**config.mk**
```make
export PLATFORM = sky130hd
export DESIGN_NAME = mips_mc_controller
export DESIGN_NICKNAME = d
export VERILOG_FILES = /design/src/rtl/mips_mc_controller.sv
export SDC_FILE = /design/constraint.sdc
export NUM_CORES = 1
export LEC_CHECK = 0
export ABC_AREA = 1
export BUFFER_PORTS_ARGS = -buffer_cell sky130_fd_sc_hd__clkbuf_2
export CORE_MARGIN = 2
export CORE_UTILIZATION = 40
export DETAILED_ROUTE_END_ITERATION = 6
export PLACE_DENSITY_LB_ADDON = 0.25
export SLEW_MARGIN = 20
export SYNTH_ARGS = -nofsm -noshare
export SYNTH_HDL_FRONTEND = slang
export SYNTH_SLANG_ARGS = --single-unit
```
**constraint.sdc**
```tcl
create_clock -name clk -period 1.9 [get_ports clk]
set_clock_uncertainty 0.05 [all_clocks]
set_input_delay 0.19 -clock clk [delete_from_list [all_inputs] [get_ports clk]]
set_output_delay 0.19 -clock clk [all_outputs]
set_load 0.05 [all_outputs]
```
**src/rtl/mips_mc_controller.sv**
```systemverilog
// Multicycle MIPS control unit: Moore FSM sequencing fetch/decode/execute for
// lw, sw, R-type (add/sub/and/or/slt), beq, addi and j, with overflow and illegal-instruction exceptions.
module mips_mc_controller (
    input  logic       clk,
    input  logic       reset,
    input  logic [5:0] op,
    input  logic [5:0] funct,
    input  logic       zero,
    input  logic       overflow,
    output logic [2:0] alucontrol,
    output logic       alusrca,
    output logic [1:0] alusrcb,
    output logic [1:0] pcsrc,
    output logic       iord,
    output logic       irwrite,
    output logic       memwrite,
    output logic       regwrite,
    output logic       regdst,
    output logic       memtoreg,
    output logic       pcen,
    output logic       ovf_exc,
    output logic       illegal_exc,
    output logic [3:0] state
);

    typedef enum logic [3:0] {
        S_FETCH   = 4'd0,
        S_DECODE  = 4'd1,
        S_MEMADR  = 4'd2,
        S_MEMRD   = 4'd3,
        S_MEMWB   = 4'd4,
        S_MEMWR   = 4'd5,
        S_EXECUTE = 4'd6,
        S_ALUWB   = 4'd7,
        S_BRANCH  = 4'd8,
        S_ADDIEX  = 4'd9,
        S_ADDIWB  = 4'd10,
        S_JUMP    = 4'd11,
        S_ILLEGAL = 4'd12
    } state_t;

    localparam logic [5:0] OP_RTYPE = 6'b000000;
    localparam logic [5:0] OP_LW    = 6'b100011;
    localparam logic [5:0] OP_SW    = 6'b101011;
    localparam logic [5:0] OP_BEQ   = 6'b000100;
    localparam logic [5:0] OP_ADDI  = 6'b001000;
    localparam logic [5:0] OP_J     = 6'b000010;

    localparam logic [5:0] FN_ADD = 6'b100000;
    localparam logic [5:0] FN_SUB = 6'b100010;
    localparam logic [5:0] FN_AND = 6'b100100;
    localparam logic [5:0] FN_OR  = 6'b100101;
    localparam logic [5:0] FN_SLT = 6'b101010;

    // Kept as plain logic so out-of-range codes 13-15 are representable.
    logic [3:0] r_state;
    logic       r_ovf_q;
    logic       r_is_trap;

    logic       w_functLegal;
    logic [2:0] w_rtypeAluc;

    always_comb begin
        w_functLegal = 1'b1;
        w_rtypeAluc  = 3'b010;
        case (funct)
            FN_ADD:  w_rtypeAluc = 3'b010;
            FN_SUB:  w_rtypeAluc = 3'b110;
            FN_AND:  w_rtypeAluc = 3'b000;
            FN_OR:   w_rtypeAluc = 3'b001;
            FN_SLT:  w_rtypeAluc = 3'b111;
            default: w_functLegal = 1'b0;
        endcase
    end

    always_ff @(posedge clk) begin
        if (reset) begin
            r_state   <= S_FETCH;
            r_ovf_q   <= 1'b0;
            r_is_trap <= 1'b0;
        end else begin
            case (r_state)
                S_FETCH:  r_state <= S_DECODE;
                S_DECODE: begin
                    if (op == OP_LW || op == OP_SW)              r_state <= S_MEMADR;
                    else if (op == OP_RTYPE && w_functLegal)     r_state <= S_EXECUTE;
                    else if (op == OP_BEQ)                       r_state <= S_BRANCH;
                    else if (op == OP_ADDI)                      r_state <= S_ADDIEX;
                    else if (op == OP_J)                         r_state <= S_JUMP;
                    else                                         r_state <= S_ILLEGAL;
                end
                S_MEMADR: r_state <= (op == OP_LW) ? S_MEMRD : S_MEMWR;
                S_MEMRD:  r_state <= S_MEMWB;
                // Only add/sub trap on overflow; and/or/slt results are always written.
                S_EXECUTE: begin
                    r_state   <= S_ALUWB;
                    r_ovf_q   <= overflow;
                    r_is_trap <= (funct == FN_ADD) || (funct == FN_SUB);
                end
                S_ADDIEX: begin
                    r_state   <= S_ADDIWB;
                    r_ovf_q   <= overflow;
                    r_is_trap <= 1'b1;
                end
                default:  r_state <= S_FETCH;
            endcase
        end
    end

    always_comb begin
        alucontrol  = 3'b000;
        alusrca     = 1'b0;
        alusrcb     = 2'b00;
        pcsrc       = 2'b00;
        iord        = 1'b0;
        irwrite     = 1'b0;
        memwrite    = 1'b0;
        regwrite    = 1'b0;
        regdst      = 1'b0;
        memtoreg    = 1'b0;
        pcen        = 1'b0;
        ovf_exc     = 1'b0;
        illegal_exc = 1'b0;
        case (r_state)
            S_FETCH: begin
                irwrite    = 1'b1;
                pcen       = 1'b1;
                alusrcb    = 2'b01;
                alucontrol = 3'b010;
            end
            S_DECODE: begin
                alusrcb    = 2'b11;
                alucontrol = 3'b010;
            end
            S_MEMADR, S_ADDIEX: begin
                alusrca    = 1'b1;
                alusrcb    = 2'b10;
                alucontrol = 3'b010;
            end
            S_MEMRD:  iord = 1'b1;
            S_MEMWB: begin
                regwrite = 1'b1;
                memtoreg = 1'b1;
            end
            S_MEMWR: begin
                iord     = 1'b1;
                memwrite = 1'b1;
            end
            S_EXECUTE: begin
                alusrca    = 1'b1;
                alucontrol = w_rtypeAluc;
            end
            S_ALUWB: begin
                regdst   = 1'b1;
                regwrite = !(r_ovf_q && r_is_trap);
                ovf_exc  = r_ovf_q && r_is_trap;
            end
            S_ADDIWB: begin
                regwrite = !r_ovf_q;
                ovf_exc  = r_ovf_q;
            end
            S_BRANCH: begin
                alusrca    = 1'b1;
                alucontrol = 3'b110;
                pcsrc      = 2'b01;
                pcen       = zero;
            end
            S_JUMP: begin
                pcsrc = 2'b10;
                pcen  = 1'b1;
            end
            S_ILLEGAL: illegal_exc = 1'b1;
            default: ;
        endcase
        // Reset suppresses every architectural write even mid-instruction.
        if (reset) begin
            pcen        = 1'b0;
            irwrite     = 1'b0;
            regwrite    = 1'b0;
            memwrite    = 1'b0;
            ovf_exc     = 1'b0;
            illegal_exc = 1'b0;
        end
    end

    assign state = r_state;

endmodule
```
# --- Yosys cells after proc, flatten, opt, wreduce, memory -nomap -nowiden ---
# Index checks and enable logic that the tools add are counted.
word_totals:
  reg_bits: 6
  inputBits: 16
  wordCells: 70
op_classes:
  eq_ne: 22
  muxes: 29
  n_reduce_logical: 16
ops:
  columns: ["op", "n"]
  rows:
  - ["6-bit equality test (second input constant)", 7]
  - ["4-bit one-hot mux with 6 select lines", 1]
  - ["4-bit equality test (second input constant)", 5]
  - ["4-bit by 3-bit equality test with 1-bit output (second input constant)", 4]
  - ["1-bit 2-to-1 mux", 14]
  - ["3-bit 2-to-1 mux", 4]
  - ["3-bit one-hot mux with 4 select lines", 1]
  - ["3-bit one-hot mux with 3 select lines", 1]
  - ["4-bit by 2-bit equality test with 1-bit output (second input constant)", 2]
  - ["4-bit 2-to-1 mux", 2]
  - ["2-bit OR reduction", 4]
  - ["4-bit OR reduction", 2]
  - ["6-bit by 2-bit equality test with 1-bit output (second input constant)", 1]
  - ["6-bit by 3-bit equality test with 1-bit output (second input constant)", 1]
  - ["6-bit by 4-bit equality test with 1-bit output (second input constant)", 1]
  - ["6-bit zero test", 1]
  - ["1-bit one-hot mux with 2 select lines", 3]
  - ["2-bit one-hot mux with 3 select lines", 1]
  - ["5-bit OR reduction", 1]
  - ["4-bit by 1-bit equality test with 1-bit output (second input constant)", 1]
  - ["4-bit zero test", 1]
  - ["2-bit one-hot mux with 2 select lines", 1]
  - ["1-bit one-hot mux with 3 select lines", 1]
  - ["1-bit logical AND", 2]
  - ["other kinds (3)", 5]

# --- Depth between registers and ports, before layout ---
logic_depth:
  word_depth: 7
  ltp_mapped: 8
  mapped_depth_nobuf: 8

# --- Least setup slack after synthesis ---
# Ideal clock, no wire load.
synth_path:
  path_kind: "flip-flop to output port"
  from: "reg r_state[3] (netlist: state[3])"
  to: "out pcen"
  t_arrival_ps: 2484
  required_time_ps: 1660
  setup_slack_ps: -824
  stages_incl_launch_ff: 7
  n_path_buf: 0
  cell_sequence: "dfxtp_1 > inv_2 > nor2_2 > inv_2 > nor2_1 > a211oi_1 > nor2_1"
synth_via:
  elab_chain_cells: 4
synth_lines:
  columns: ["element", "line", "text"]
  rows:
  - ["start: declaration", "56", "logic [3:0] r_state;"]
  - ["start signal: assignment", "92", "S_MEMADR: r_state <= (op == OP_LW) ? S_MEMRD : S_MEMWR;"]
  - ["4-bit equality test / 4-bit zero test (equally long branches)", "124", "case (r_state)"]
  - ["2-bit OR reduction (no line)", null, null]
  - ["1-bit one-hot mux with 2 select lines *", "124", null]
  - ["1-bit 2-to-1 mux *", "176", "if (reset) begin"]
  - ["end: declaration", "20", "output logic pcen,"]
# Every way passes the cells marked *; elsewhere a longest branch is shown, timed or not.

# --- Worst setup path in the final report ---
layout_path:
  from: "reg r_state[2] (netlist: state[2])"
  to: "out alucontrol[0]"
layout_via:
  elab_chain_cells: 3
layout_lines:
  columns: ["element", "line", "text"]
  rows:
  - ["4-bit by 2-bit equality test with 1-bit output (tied with other cells)", "124", null]
  - ["4-bit OR reduction (no line)", null, null]
  - ["3-bit one-hot mux with 3 select lines *", "124", null]
  - ["end: declaration", "10", "output logic [2:0] alucontrol,"]
# Marks and branches as above.

==> results.cfg <==
[yosys]
ys_seq_area_share_pct = 17.30
synth_area_per_cell_sq_um = 5.986
synth.distinct_cells = 24
yosys_register_bits = 6
synth-main-ff-cell = dfxtp_1
count_of_flip_flops_with_a_built_in_enable_after_synthesis = 0
yosys_warnings = 0
synthesis.instances = 116
syn_area_sq_um = 694.4
mappedNetlistNets = 132
synth_top_cells_by_area = dfxtp_1 17%, nor2_1 12%, nand2_1 8.1%
yosys_top_cell_by_area = dfxtp_1
async_reset_ff_share_pct = 0
synthDominantCellAreaShare_pct = 17.30

[setup_path]
crit_path_frequent_cell = inv_2
crit_path_end_kind = output port
critical-path-max-stage-delay_ns = 0.37
crit_path_max_fanout = 5
cp_data_required_time_ns = 1.66
regToRegSetupSlack_ns = 0.66
timing.critical_path.cells = inv_2 -> nor2_4 -> inv_2 -> nor2_8 -> inv_2 -> a211oi_4 -> buf_2
critical_path_start_end_classification = reg -> out
critPathLaunchType = flop
crit_arrival_ns = 1.57
worst_path_max_delay_cell = dfxtp_2

[pwr]
switching_power_w = 0.0005861
seq_power_share_pct = 18.8
worst_ir_drop_vdd_mv = 0.4863
switching_share_pct = 60.76
power.leakage_nw = 0.5288
power_report.internal_total_w = 0.0003785
pwr-share-comb_pct = 68.8
power_density_nw_per_um2 = 987.1
pwr-share-clk_pct = 12.3

[finish]
finish.utilization_pct = 58.50
areaGrowthSynthToFinish_pct = 40.72
nets = 172
fin_cells = 171
layout_commonest_cell = clkbuf_2
commonest_cells_after_routing_fill_and_taps_aside = 34 x clkbuf_2, 20 x nor2_1, 15 x nand2_1
area_of_all_placed_cells_without_fillers_sq_um = 977.2
diodes = 0
fill_cells = 176
drive_gt1_share_pct = 50.65

[floorplanning]
io_pins = 37
fp.dieArea_sq_um = 2085
floorplan.initialDensity_pct = 41.57
floorplan.rows = 15
placeableCoreArea_sq_um = 1670
die_width_um = 45.67
dieHeight_um = 45.67

[global_route]
wire_length_of_the_first_global_routing_pass_mm = 3.305
first_global_vias = 836
largest_net_degree_at_the_start_of_global_routing = 10
globalRoute.totalOverflow = 0
grt_antenna_before_repair = 0
grt.total_usage_pct = 21.52

[routing]
vias_per_cell = 5.070
wirelength_mm = 1.941
routed_wire_length_per_instance_um = 11.35
detailroute.via_count = 867
route.detailed.drc = 0
detail_route.iter0.violations = 11
detail-route-antenna-nets = 0
drt-pass1-iter-count = 4

[timing]
final_worst_slack_ns = 0.08695
hold-worst-slack_ns = 0.1423
rsz0062_at_grt = no
final.period_utilization_pct = 95.42
final_max_slew_viol_count = 0
hold_violations = 0
timing.final.setup_violations = 0
fmax_ghz = 0.5516
slew-limit-headroom_pct = 80.57
finalWorstPathRequiredPeriod_ns = 1.813
tightestPinTransition_ns = 0.2915

[clock_network]
tritoncts = done
cts-htree-levels = 1
worst_setup_hold_path_clk_slew_ns = 0.04
clockRootBuffer = clkbuf_4
cts_buffer_depth = 2
cts_post_setup_buffers_inserted = 0
clk-insertion-delay-late_ns = 0.25
clock_buffer_count_from_cts = 3
tritoncts_num_sinks = 6
holdBufCountCts = 0

[flow_run]
cap_violations = 0

[place]
placed_cell_area_sq_um = 949.7
place_worst_setup_slack_ns = 0.3249
dpl.cell_count = 168
place_hpwl_mm = 1.715
finalWeightedCongestion = 0.8752
buffer_ports.inserted = 36

[min_path]
min_path_type = in -> reg

[status]
run_status = completed
[critical path, delay by kind of cell, from the launching register on]
family	cells	cell delay (ns)
buf+inv	4	0.53
flops	1	0.37
compound gates	1	0.18
simple gates	2	0.24
[sequential cells by signal, summed over array words and instances, names as in the netlist]
signal	flops
r_is_trap	1
r_ovf_q	1
state	4
[per-layer routing]
layer  wire length, um  part of all wire [%]  vias to the layer above  track usage [%]
met3               107                   5.5                        0            4.762
met1               846                    44                      384            25.30
met5                 0                     0                        -                0
met4                 0                     0                        0            7.059
li1                  -                     -                      450                -
met2               988                    51                       33            38.03
[kinds of logic after synthesis]
family	synth area share [%]
AOI/OAI and AO/OA	15.50
buffers and inverters	12.97
and+or+nand+nor	54.23
DFF	17.30
[cells in the mapped netlist, types with 2 or more instances]
cell type	n
dfxtp_1	6
inv_1	12
o21ai_1	4
nand3_1	10
nand2_2	2
nand2_1	15
nor2_2	3
nor3_1	2
nand4_1	4
nand2_4	2
a21oi_1	7
nor2_4	5
inv_2	11
nor2_1	22
a211oi_2	2
[area by class of cell]
class                      instances  area [sq um]  share of cell area (%)
clock buffer                       3         22.52                   2.305
tap                               17         21.27                   2.177
timing repair buffer              36         180.2                   18.44
multi-input combinational         86         541.8                   55.44
inverter                          23         86.33                   8.835
sequential                         6         125.1                   12.80
[stage by stage]
step	power, W	TNS, ns
6_report	0.0009646	0
5_1_grt	0.001030	0
4_1_cts	0.0009670	0
3_5_place_dp	0.0008483	0
3_3_place_gp	0.0008434	0
2_1_floorplan	0.0007156	-0.04731
[timing repair]
| item | in CTS | in global routing |
|---|---|---|
| setup endpoints to repair | 0 | 3 |
| endpoints found under the hold margin | 0 | 0 |
| resized for setup | 0 | 3 |
[worst paths after layout]
check,to,cells past startpoint,start
worst max-delay path,alucontrol[0],7,state[2]
worst min-delay path,r_ovf_q,3,overflow
worst max register to register,r_is_trap,8,state[2]
worst min register to register,r_ovf_q,2,r_ovf_q
[power by group through the flow]
| stage | logic (W) | registers [W] | clock network [W] |
|---|---|---|---|
| global placement | 0.000661 | 0.000182 | 0 |
| finish | 0.000664 | 0.000182 | 0.000119 |
| global route | 0.000715 | 0.000186 | 0.000129 |
| floorplan | 0.000481 | 0.000235 | 0 |
| CTS | 0.000665 | 0.000182 | 0.000120 |
| detailed placement | 0.000664 | 0.000184 | 0 |
Power figures use the tool's default switching activity.
